[config.mk]
export PLATFORM = sky130hd
export DESIGN_NAME = fetch_unit_flat
export DESIGN_NICKNAME = d
export VERILOG_FILES = /design/src/rtl/fetch_unit_if.sv /design/src/rtl/fetch_unit.sv /design/src/flat_wrapper.sv
export SDC_FILE = /design/constraint.sdc
export NUM_CORES = 1
export LEC_CHECK = 0
export ABC_AREA = 0
export BUFFER_PORTS_ARGS = -buffer_cell sky130_fd_sc_hd__buf_2
export CORE_ASPECT_RATIO = 0.9
export CORE_MARGIN = 2
export CORE_UTILIZATION = 63
export DETAILED_ROUTE_END_ITERATION = 8
export PLACE_DENSITY = 0.9
export REMOVE_ABC_BUFFERS = 1
export SETUP_SLACK_MARGIN = 0.02
export SLEW_MARGIN = 20
export SYNTH_ARGS = -nofsm -noshare
export SYNTH_HDL_FRONTEND = slang
export SYNTH_SLANG_ARGS = --single-unit
[constraint.sdc]
create_clock -name clk -period 30.5 [get_ports clk]
set_input_delay 4.575 -clock clk [delete_from_list [all_inputs] [get_ports clk]]
set_output_delay 4.575 -clock clk [all_outputs]
set_load 0.005 [all_outputs]
[src/rtl/fetch_unit_if.sv]
// rtl/fetch_unit_if.sv - fetch stage bus: instruction-memory port, redirect input, decode handshake, fault report
//
// Signals (directions as seen from the fetch unit, modport master):
//   imem_rd_addr   out  byte address of the fetch request
//   imem_rd_en     out  fetch request this cycle (memory always accepts)
//   imem_rd_data   in   word for the request issued in the previous cycle
//   redirect_valid in   load a new PC this cycle
//   redirect_pc    in   redirect target
//   instr_valid    out  FIFO head valid
//   instr_ready    in   decode accepts the head
//   instr          out  head instruction word
//   instr_pc       out  PC of the head instruction
//   fault_valid    out  misaligned-redirect fault pending
//   fault_pc       out  offending redirect target
// The slave modport is the memory/decode/branch side.
interface fetch_unit_if #(
    parameter int XLEN = 32
);
    logic [XLEN-1:0] imem_rd_addr;
    logic            imem_rd_en;
    logic [XLEN-1:0] imem_rd_data;
    logic            redirect_valid;
    logic [XLEN-1:0] redirect_pc;
    logic            instr_valid;
    logic            instr_ready;
    logic [XLEN-1:0] instr;
    logic [XLEN-1:0] instr_pc;
    logic            fault_valid;
    logic [XLEN-1:0] fault_pc;

    modport master (
        output imem_rd_addr, imem_rd_en,
        input  imem_rd_data,
        input  redirect_valid, redirect_pc,
        output instr_valid,
        input  instr_ready,
        output instr, instr_pc, fault_valid, fault_pc
    );

    modport slave (
        input  imem_rd_addr, imem_rd_en,
        output imem_rd_data,
        output redirect_valid, redirect_pc,
        input  instr_valid,
        output instr_ready,
        input  instr, instr_pc, fault_valid, fault_pc
    );
endinterface

[src/rtl/fetch_unit.sv]
// rtl/fetch_unit.sv - instruction fetch stage: PC, 1-cycle imem fetch, instruction FIFO, redirect/fault handling
//
// Ports:
//   clk      clock, all state updates on posedge
//   cpu_rst  asynchronous active-high reset
//   bus      fetch_unit_if.master (imem port, redirect, decode handshake, fault report)
// Parameters:
//   XLEN     data/address width
//   RESET_PC PC loaded on reset
//   QDEPTH   instruction FIFO entries (power of two, >= 2)
module fetch_unit #(
    parameter int              XLEN     = 32,
    parameter logic [XLEN-1:0] RESET_PC = '0,
    parameter int              QDEPTH   = 4
) (
    input  logic          clk,
    input  logic          cpu_rst,
    fetch_unit_if.master  bus
);
    localparam int PW = $clog2(QDEPTH);
    localparam int CW = PW + 1;

    localparam logic [0:0] ST_RUN   = 1'b0;
    localparam logic [0:0] ST_FAULT = 1'b1;

    logic [0:0]      state;
    logic [XLEN-1:0] pc;
    logic [XLEN-1:0] inflight_pc;
    logic            inflight;
    logic [CW-1:0]   count;
    logic [PW-1:0]   rd_ptr;
    logic [PW-1:0]   wr_ptr;
    logic [XLEN-1:0] q_data [QDEPTH];
    logic [XLEN-1:0] q_pc   [QDEPTH];
    logic            fault_valid_r;
    logic [XLEN-1:0] fault_pc_r;

    logic            issue;
    logic            push;
    logic            pop;
    logic            head_valid;
    logic [CW:0]     occupancy;

    // Credit check counts the in-flight fetch as already occupying a slot,
    // so a returning word always finds room in the FIFO.
    assign occupancy  = {1'b0, count} + {{CW{1'b0}}, inflight};
    assign issue      = !cpu_rst && (state == ST_RUN) && !bus.redirect_valid
                        && (occupancy < (CW+1)'(QDEPTH));
    assign head_valid = (state == ST_RUN) && (count != '0);
    assign push       = inflight && !bus.redirect_valid;
    assign pop        = head_valid && bus.instr_ready;

    assign bus.imem_rd_en   = issue;
    assign bus.imem_rd_addr = pc;
    assign bus.instr_valid  = head_valid;
    assign bus.instr        = q_data[rd_ptr];
    assign bus.instr_pc     = q_pc[rd_ptr];
    assign bus.fault_valid  = fault_valid_r;
    assign bus.fault_pc     = fault_pc_r;

    always_ff @(posedge clk or posedge cpu_rst) begin
        if (cpu_rst) begin
            state         <= ST_RUN;
            pc            <= RESET_PC;
            inflight_pc   <= '0;
            inflight      <= 1'b0;
            count         <= '0;
            rd_ptr        <= '0;
            wr_ptr        <= '0;
            fault_valid_r <= 1'b0;
            fault_pc_r    <= '0;
            for (int i = 0; i < QDEPTH; i++) begin
                q_data[i] <= '0;
                q_pc[i]   <= '0;
            end
        end else if (bus.redirect_valid) begin
            // Redirect wins over everything: flush queue, drop the word
            // returning this cycle, no issue this cycle.
            count    <= '0;
            rd_ptr   <= '0;
            wr_ptr   <= '0;
            inflight <= 1'b0;
            if (bus.redirect_pc[1:0] == 2'b00) begin
                pc            <= bus.redirect_pc;
                state         <= ST_RUN;
                fault_valid_r <= 1'b0;
            end else begin
                state         <= ST_FAULT;
                fault_valid_r <= 1'b1;
                fault_pc_r    <= bus.redirect_pc;
            end
        end else begin
            inflight <= issue;
            if (issue) begin
                pc          <= pc + XLEN'(4);
                inflight_pc <= pc;
            end
            if (push) begin
                q_data[wr_ptr] <= bus.imem_rd_data;
                q_pc[wr_ptr]   <= inflight_pc;
                wr_ptr         <= wr_ptr + PW'(1);
            end
            if (pop) begin
                rd_ptr <= rd_ptr + PW'(1);
            end
            case ({push, pop})
                2'b10:   count <= count + CW'(1);
                2'b01:   count <= count - CW'(1);
                default: count <= count;
            endcase
        end
    end
endmodule

[src/flat_wrapper.sv]
// flat-port wrapper written by rule: the top's interface ports become plain ports
module fetch_unit_flat 
#(
    parameter int              XLEN     = 32,
    parameter logic [XLEN-1:0] RESET_PC = '0,
    parameter int              QDEPTH   = 4
)
  (clk, cpu_rst, bus_imem_rd_addr, bus_imem_rd_en, bus_imem_rd_data, bus_redirect_valid, bus_redirect_pc, bus_instr_valid, bus_instr_ready, bus_instr, bus_instr_pc, bus_fault_valid, bus_fault_pc);
  fetch_unit_if #(.XLEN(XLEN)) bus_i ();
  input  logic clk;
  input  logic cpu_rst;
  output wire logic [$bits(bus_i.imem_rd_addr)-1:0] bus_imem_rd_addr;
  output wire logic [$bits(bus_i.imem_rd_en)-1:0] bus_imem_rd_en;
  input wire logic [$bits(bus_i.imem_rd_data)-1:0] bus_imem_rd_data;
  input wire logic [$bits(bus_i.redirect_valid)-1:0] bus_redirect_valid;
  input wire logic [$bits(bus_i.redirect_pc)-1:0] bus_redirect_pc;
  output wire logic [$bits(bus_i.instr_valid)-1:0] bus_instr_valid;
  input wire logic [$bits(bus_i.instr_ready)-1:0] bus_instr_ready;
  output wire logic [$bits(bus_i.instr)-1:0] bus_instr;
  output wire logic [$bits(bus_i.instr_pc)-1:0] bus_instr_pc;
  output wire logic [$bits(bus_i.fault_valid)-1:0] bus_fault_valid;
  output wire logic [$bits(bus_i.fault_pc)-1:0] bus_fault_pc;
  assign bus_imem_rd_addr = bus_i.imem_rd_addr;
  assign bus_imem_rd_en = bus_i.imem_rd_en;
  assign bus_i.imem_rd_data = bus_imem_rd_data;
  assign bus_i.redirect_valid = bus_redirect_valid;
  assign bus_i.redirect_pc = bus_redirect_pc;
  assign bus_instr_valid = bus_i.instr_valid;
  assign bus_i.instr_ready = bus_instr_ready;
  assign bus_instr = bus_i.instr;
  assign bus_instr_pc = bus_i.instr_pc;
  assign bus_fault_valid = bus_i.fault_valid;
  assign bus_fault_pc = bus_i.fault_pc;
  fetch_unit #(.XLEN(XLEN), .RESET_PC(RESET_PC), .QDEPTH(QDEPTH)) u_core (.clk(clk), .cpu_rst(cpu_rst), .bus(bus_i));
endmodule
* After elaboration in Yosys (flattened, before gate mapping) *
Index checks and enable logic that the tools add are counted.

word-level totals
  register bits = 361
  input port bits = 68
  output and inout bits = 131
  logic and storage cells = 74

operators by class
  add/sub/neg operators = 6
  order comparisons = 4
  eq/ne operators = 3
  muxes and demuxes = 21
  bitwise logic cells = 5
  reduce and logical (&&, ||, !) cells = 19

operator list
  cell                   count
  $bwmux 128             2
  $mux 32                8
  $bmux 32 s2            2
  $demux 32 s2           1
  $add 32x3->32 const B  1
  $mux 2                 4
  $reduce_and 2->1       4
  $logic_and 1x1->1      7
  $ge 3x3->1 const B     2
  $not 2->3              2
  $pmux 3 s2             1
  $reduce_bool 2->1      3
  $reduce_bool 3->1      2
  $add 2x1->2 const B    2
  $add 3x1->4            1
  $lt 4x3->1 const B     1
  $add 3x1->3 const B    1
  $lt 3x1->1 const B     1
  $mux 3                 1
  $not 1->1              3
  $sub 3x1->3 const B    1
  $eq 2x1->1 const B     1
  $eq 2x2->1 const B     1
  $logic_not 1->1        2
  3 further kinds        4

* Longest topological paths before layout *
  depth in word-level cells = 6
  mapped depth = 9
  gate-level depth less buffers = 8

* Worst setup path after synthesis *
Ideal clock, no wire load.

  path type = input to output
  start point = in bus_redirect_valid
  end point = out bus_imem_rd_en
  arrival = 5.489 ns
  required time = 25.925 ns
  slack = 20.436 ns
  cell stages on the path = 5
  buffers on the path = 2
  path through = nor4_4 > nand2_2 > inv_1 > buf_2 > buf_2

between the ends
  longest elaborated chain between the ends = 3

RTL lines
  what                RTL line            source
  start: declaration  flat_wrapper.sv:15  input wire logic [$bits(bus_i.redirect_valid)-1:0] bus_redirect_valid;
  $logic_not 1->1     fetch_unit.sv:47    assign issue = !cpu_rst && (state == ST_RUN) && !bus.redirect_valid
  $logic_and 1x1->1   fetch_unit.sv:47
  $logic_and 1x1->1   fetch_unit.sv:48    && (occupancy < (CW+1)'(QDEPTH));
  end: declaration    flat_wrapper.sv:13  output wire logic [$bits(bus_i.imem_rd_en)-1:0] bus_imem_rd_en;

No other way between the ends.

* Worst setup path after layout *
Same ends and word-level chain as after synthesis.

==> results.cfg <==
[outcome]
status = finished clean

[final_layout]
syn_to_final_growth_pct = 15.0
multi_input_area_um2 = 6460
final_nets = 1345
fillers = 1554
regArea_um2 = 9040
fin_cells = 1633
drive_gt1_frac = 0.488

[grt]
grt_pass1_wl_um = 56300
grt_max_degree = 152
grt_usage = 0.274
overflow = 0
grt_pass1_vias = 10398
antenna_found_initial = 1

[drt]
drc_errors = 0
num_vias = 10010
drt-vias-per-instance = 6.13
avgRoutedWirePerCell_um = 21.7
drtAntennaViolNets = 0
wl_um = 35400
dr.pass1.iters = 5
drtIter0Drc = 974

[synthesis]
synth_edf_count = 0
ys_seq_area_frac = 0.571
synth-warning-count = 0
syn_area_per_cell_um2 = 14.4
synthCells = 1096
yosys.cell_types.count = 49
async_reset_ff_frac = 1.00
synth.cell_area_um2 = 15800
synth-seq-cells = 361
synth_ff_type = dfrtp_1

[cts]
clockBufferDepth = 3
cts_tree = yes
htree_levels = 2
postCtsHoldBufs = 0
cts_resized = 0
insertion_delay_ns = 0.52
cts_buffers = 36
cts.sinks = 361
clockRootBuffer = clkbuf_16
cts_setup_buffers = 0
path_clk_slew_ns = 0.06

[die]
num_rows = 54
die_h_um = 154
core_um2 = 24500
die_x_um = 171
die-area_um2 = 26400
ioPinCount = 199
initial_core_util = 0.646

[timing]
setup_viol = 0
fin_skew_ns = 0.0222
fmaxAchievable_ghz = 0.0924
fin_crit_sh = 0.355
maxSlewViolCount = 0
maxSlewHeadroom = 0.254
hold_violations = 0
min_period_ns = 10.82
rsz0062_at_grt = false
totalNegativeSetupSlack_ns = 0
worstMarginPinSlew_ns = 1.12

[setup_path]
cpPeakStageDelay_ns = 0.54
crit_top_cell = buf_2
crit_fanout = 41
startpoint_type = input pin
required_ns = 25.93
cp_cell_sequence = buf_2 > nor4_4 > nand2_2 > inv_1 > buf_2
r2r_cells = 3
r2r_slack_ns = 27.76
slowest_stage = nand2_2
reg2reg_from = u_core.inflight
path_buf_inv = 3
end_kind = output pin
worstPathArrival_ns = 6.24
reg2reg_to = u_core.q_data[125]
cpLargestDelayFamily = simple AND/OR/NAND/NOR gates
crit_type = input pin to output pin

[hold_path]
worstHoldPathCells = 2
min_from = u_core.bus.fault_pc[0]
hp-class = flip-flop to flip-flop
min_to = u_core.bus.fault_pc[0]

[place]
place.gp.congestion = 0.846
hpwlAfterDp_um = 21100
placed_cells = 1568
port_buffers = 198

[pwr]
p_leak_nw = 9.03
p_total_mw = 1.18
ir_worst_vdd_v = 0.0000499
power_per_cell_area_nw_per_um2 = 64.6

[job]
maxCapViolCount = 0
==> worst min-delay path, stage by stage, from the launching register on <==
cell     delay, ns
dfrtp_1       0.35
nand2_1       0.05
nand2_1       0.05
==> stage by stage <==
stage	setup slack (ns)	utilization	instance area [µm²]	hold slack, ns
after CTS	19.69	0.742	18200	0.487
after global placement	19.73	0.695	17000	0.470
after detailed placement	19.70	0.695	17000	0.470
after floorplan	15.91	-	15500	0.467
after global routing	19.52	0.744	18200	0.506
final	19.68	0.744	18200	0.490
==> sequential cells by signal, indices dropped and copies added, names as in the netlist <==
signal / cells
u_core.bus.fault_pc: 32
u_core.bus.imem_rd_addr: 32
u_core.count: 3
u_core.inflight: 1
u_core.inflight_pc: 32
u_core.q_data: 128
u_core.q_pc: 128
u_core.rd_ptr: 2
u_core.state: 1
u_core.wr_ptr: 2
==> cells in the mapped netlist, drive strengths merged (7+ instances only) <==
cell type / instances / area share
a21oi: 22 / 0.0072
and3: 10 / 0.0040
buf: 51 / 0.017
clkbuf: 17 / 0.0041
dfrtp: 361 / 0.57
inv: 7 / 0.0017
mux2: 288 / 0.21
mux2i: 16 / 0.010
mux4: 64 / 0.091
nand2: 121 / 0.029
nand3: 15 / 0.0047
nor2: 17 / 0.0040
nor3: 9 / 0.0028
nor4: 8 / 0.0041
o21ai: 13 / 0.0041
o22ai: 17 / 0.0067
==> layer usage <==
| layer | vias to the layer above | track usage | routed length, µm |
|---|---|---|---|
| met5 | - | 0 | 0 |
| met4 | 0 | 0.0920 | 1090 |
| met3 | 86 | 0.0507 | 2180 |
| met2 | 371 | 0.442 | 17100 |
| met1 | 5174 | 0.382 | 15100 |
| li1 | 4379 | - | - |
==> placed cells by master, fill, tap and decap left out, types with 3 or more instances in the layout <==
| cell type | Yosys | layout |
|---|---|---|
| nor2b_1 | 4 | 4 |
| and2_1 | 3 | 3 |
| clkinvlp_4 | 0 | 4 |
| a221o_1 | 3 | 3 |
| ha_1 | 5 | 5 |
| nand2_1 | 120 | 116 |
| nor3_1 | 9 | 9 |
| a22oi_1 | 4 | 4 |
| clkbuf_1 | 16 | 5 |
| mux2i_1 | 16 | 16 |
| nand2_4 | 0 | 4 |
| buf_4 | 4 | 6 |
| a21o_1 | 3 | 3 |
| mux4_2 | 64 | 64 |
| clkbuf_8 | 0 | 6 |
| o21ai_0 | 13 | 12 |
| buf_2 | 42 | 198 |
| clkinv_2 | 0 | 9 |
| and4_1 | 5 | 5 |
| clkbuf_16 | 0 | 37 |
| nor4_1 | 7 | 7 |
| xnor2_1 | 5 | 5 |
| or3_1 | 3 | 3 |
| dfrtp_1 | 361 | 359 |
| mux2_2 | 288 | 288 |
| and3_1 | 10 | 10 |
| inv_1 | 6 | 5 |
| o22ai_1 | 17 | 17 |
| nand4_1 | 5 | 5 |
| nand3_1 | 15 | 15 |
| a21oi_1 | 21 | 21 |
| nor2_1 | 17 | 17 |
==> kinds of logic (layout without fill, tap and decap cells) <==
kind of cell | after synthesis | in the layout | share of synthesized area
multiplexers | 368 | 368 | 0.306
other | 0 | 1 | 0
buffers and inverters | 75 | 275 | 0.0226
flip-flops | 361 | 361 | 0.571
AO/OA/AOI/OAI | 72 | 72 | 0.0287
adder cells (fa/ha/maj) | 6 | 6 | 0.00522
AND/OR/NAND/NOR | 208 | 208 | 0.0623
XOR/XNOR | 6 | 6 | 0.00332
==> power by group <==
part / switching (mW) / internal [mW]
clock: 0.183 / 0.254
sequential: 0.0428 / 0.529
combinational: 0.0754 / 0.0912
==> how the worst max path moves through the flow <==
stage                             startpoint                     end  slack, ns  depth (start not counted)
final                     bus_redirect_valid          bus_imem_rd_en      19.68                          5
after CTS                 bus_redirect_valid          bus_imem_rd_en      19.69                          5
after global placement    bus_redirect_valid          bus_imem_rd_en      19.73                          5
after floorplan                      cpu_rst  u_core.bus.fault_pc[0]      15.91                          1
after global routing      bus_redirect_valid          bus_imem_rd_en      19.52                          5
after detailed placement  bus_redirect_valid          bus_imem_rd_en      19.70                          5
==> layout make-up <==
type                       count  area share
multi-input combinational    660       0.355
tap                          336      0.0231
antenna                        1    0.000138
clock inverter                15     0.00743
clock buffer                  48      0.0565
timing repair buffer         205      0.0585
inverter                       7     0.00213
sequential                   361       0.497
(Power assumes the default switching activity.)
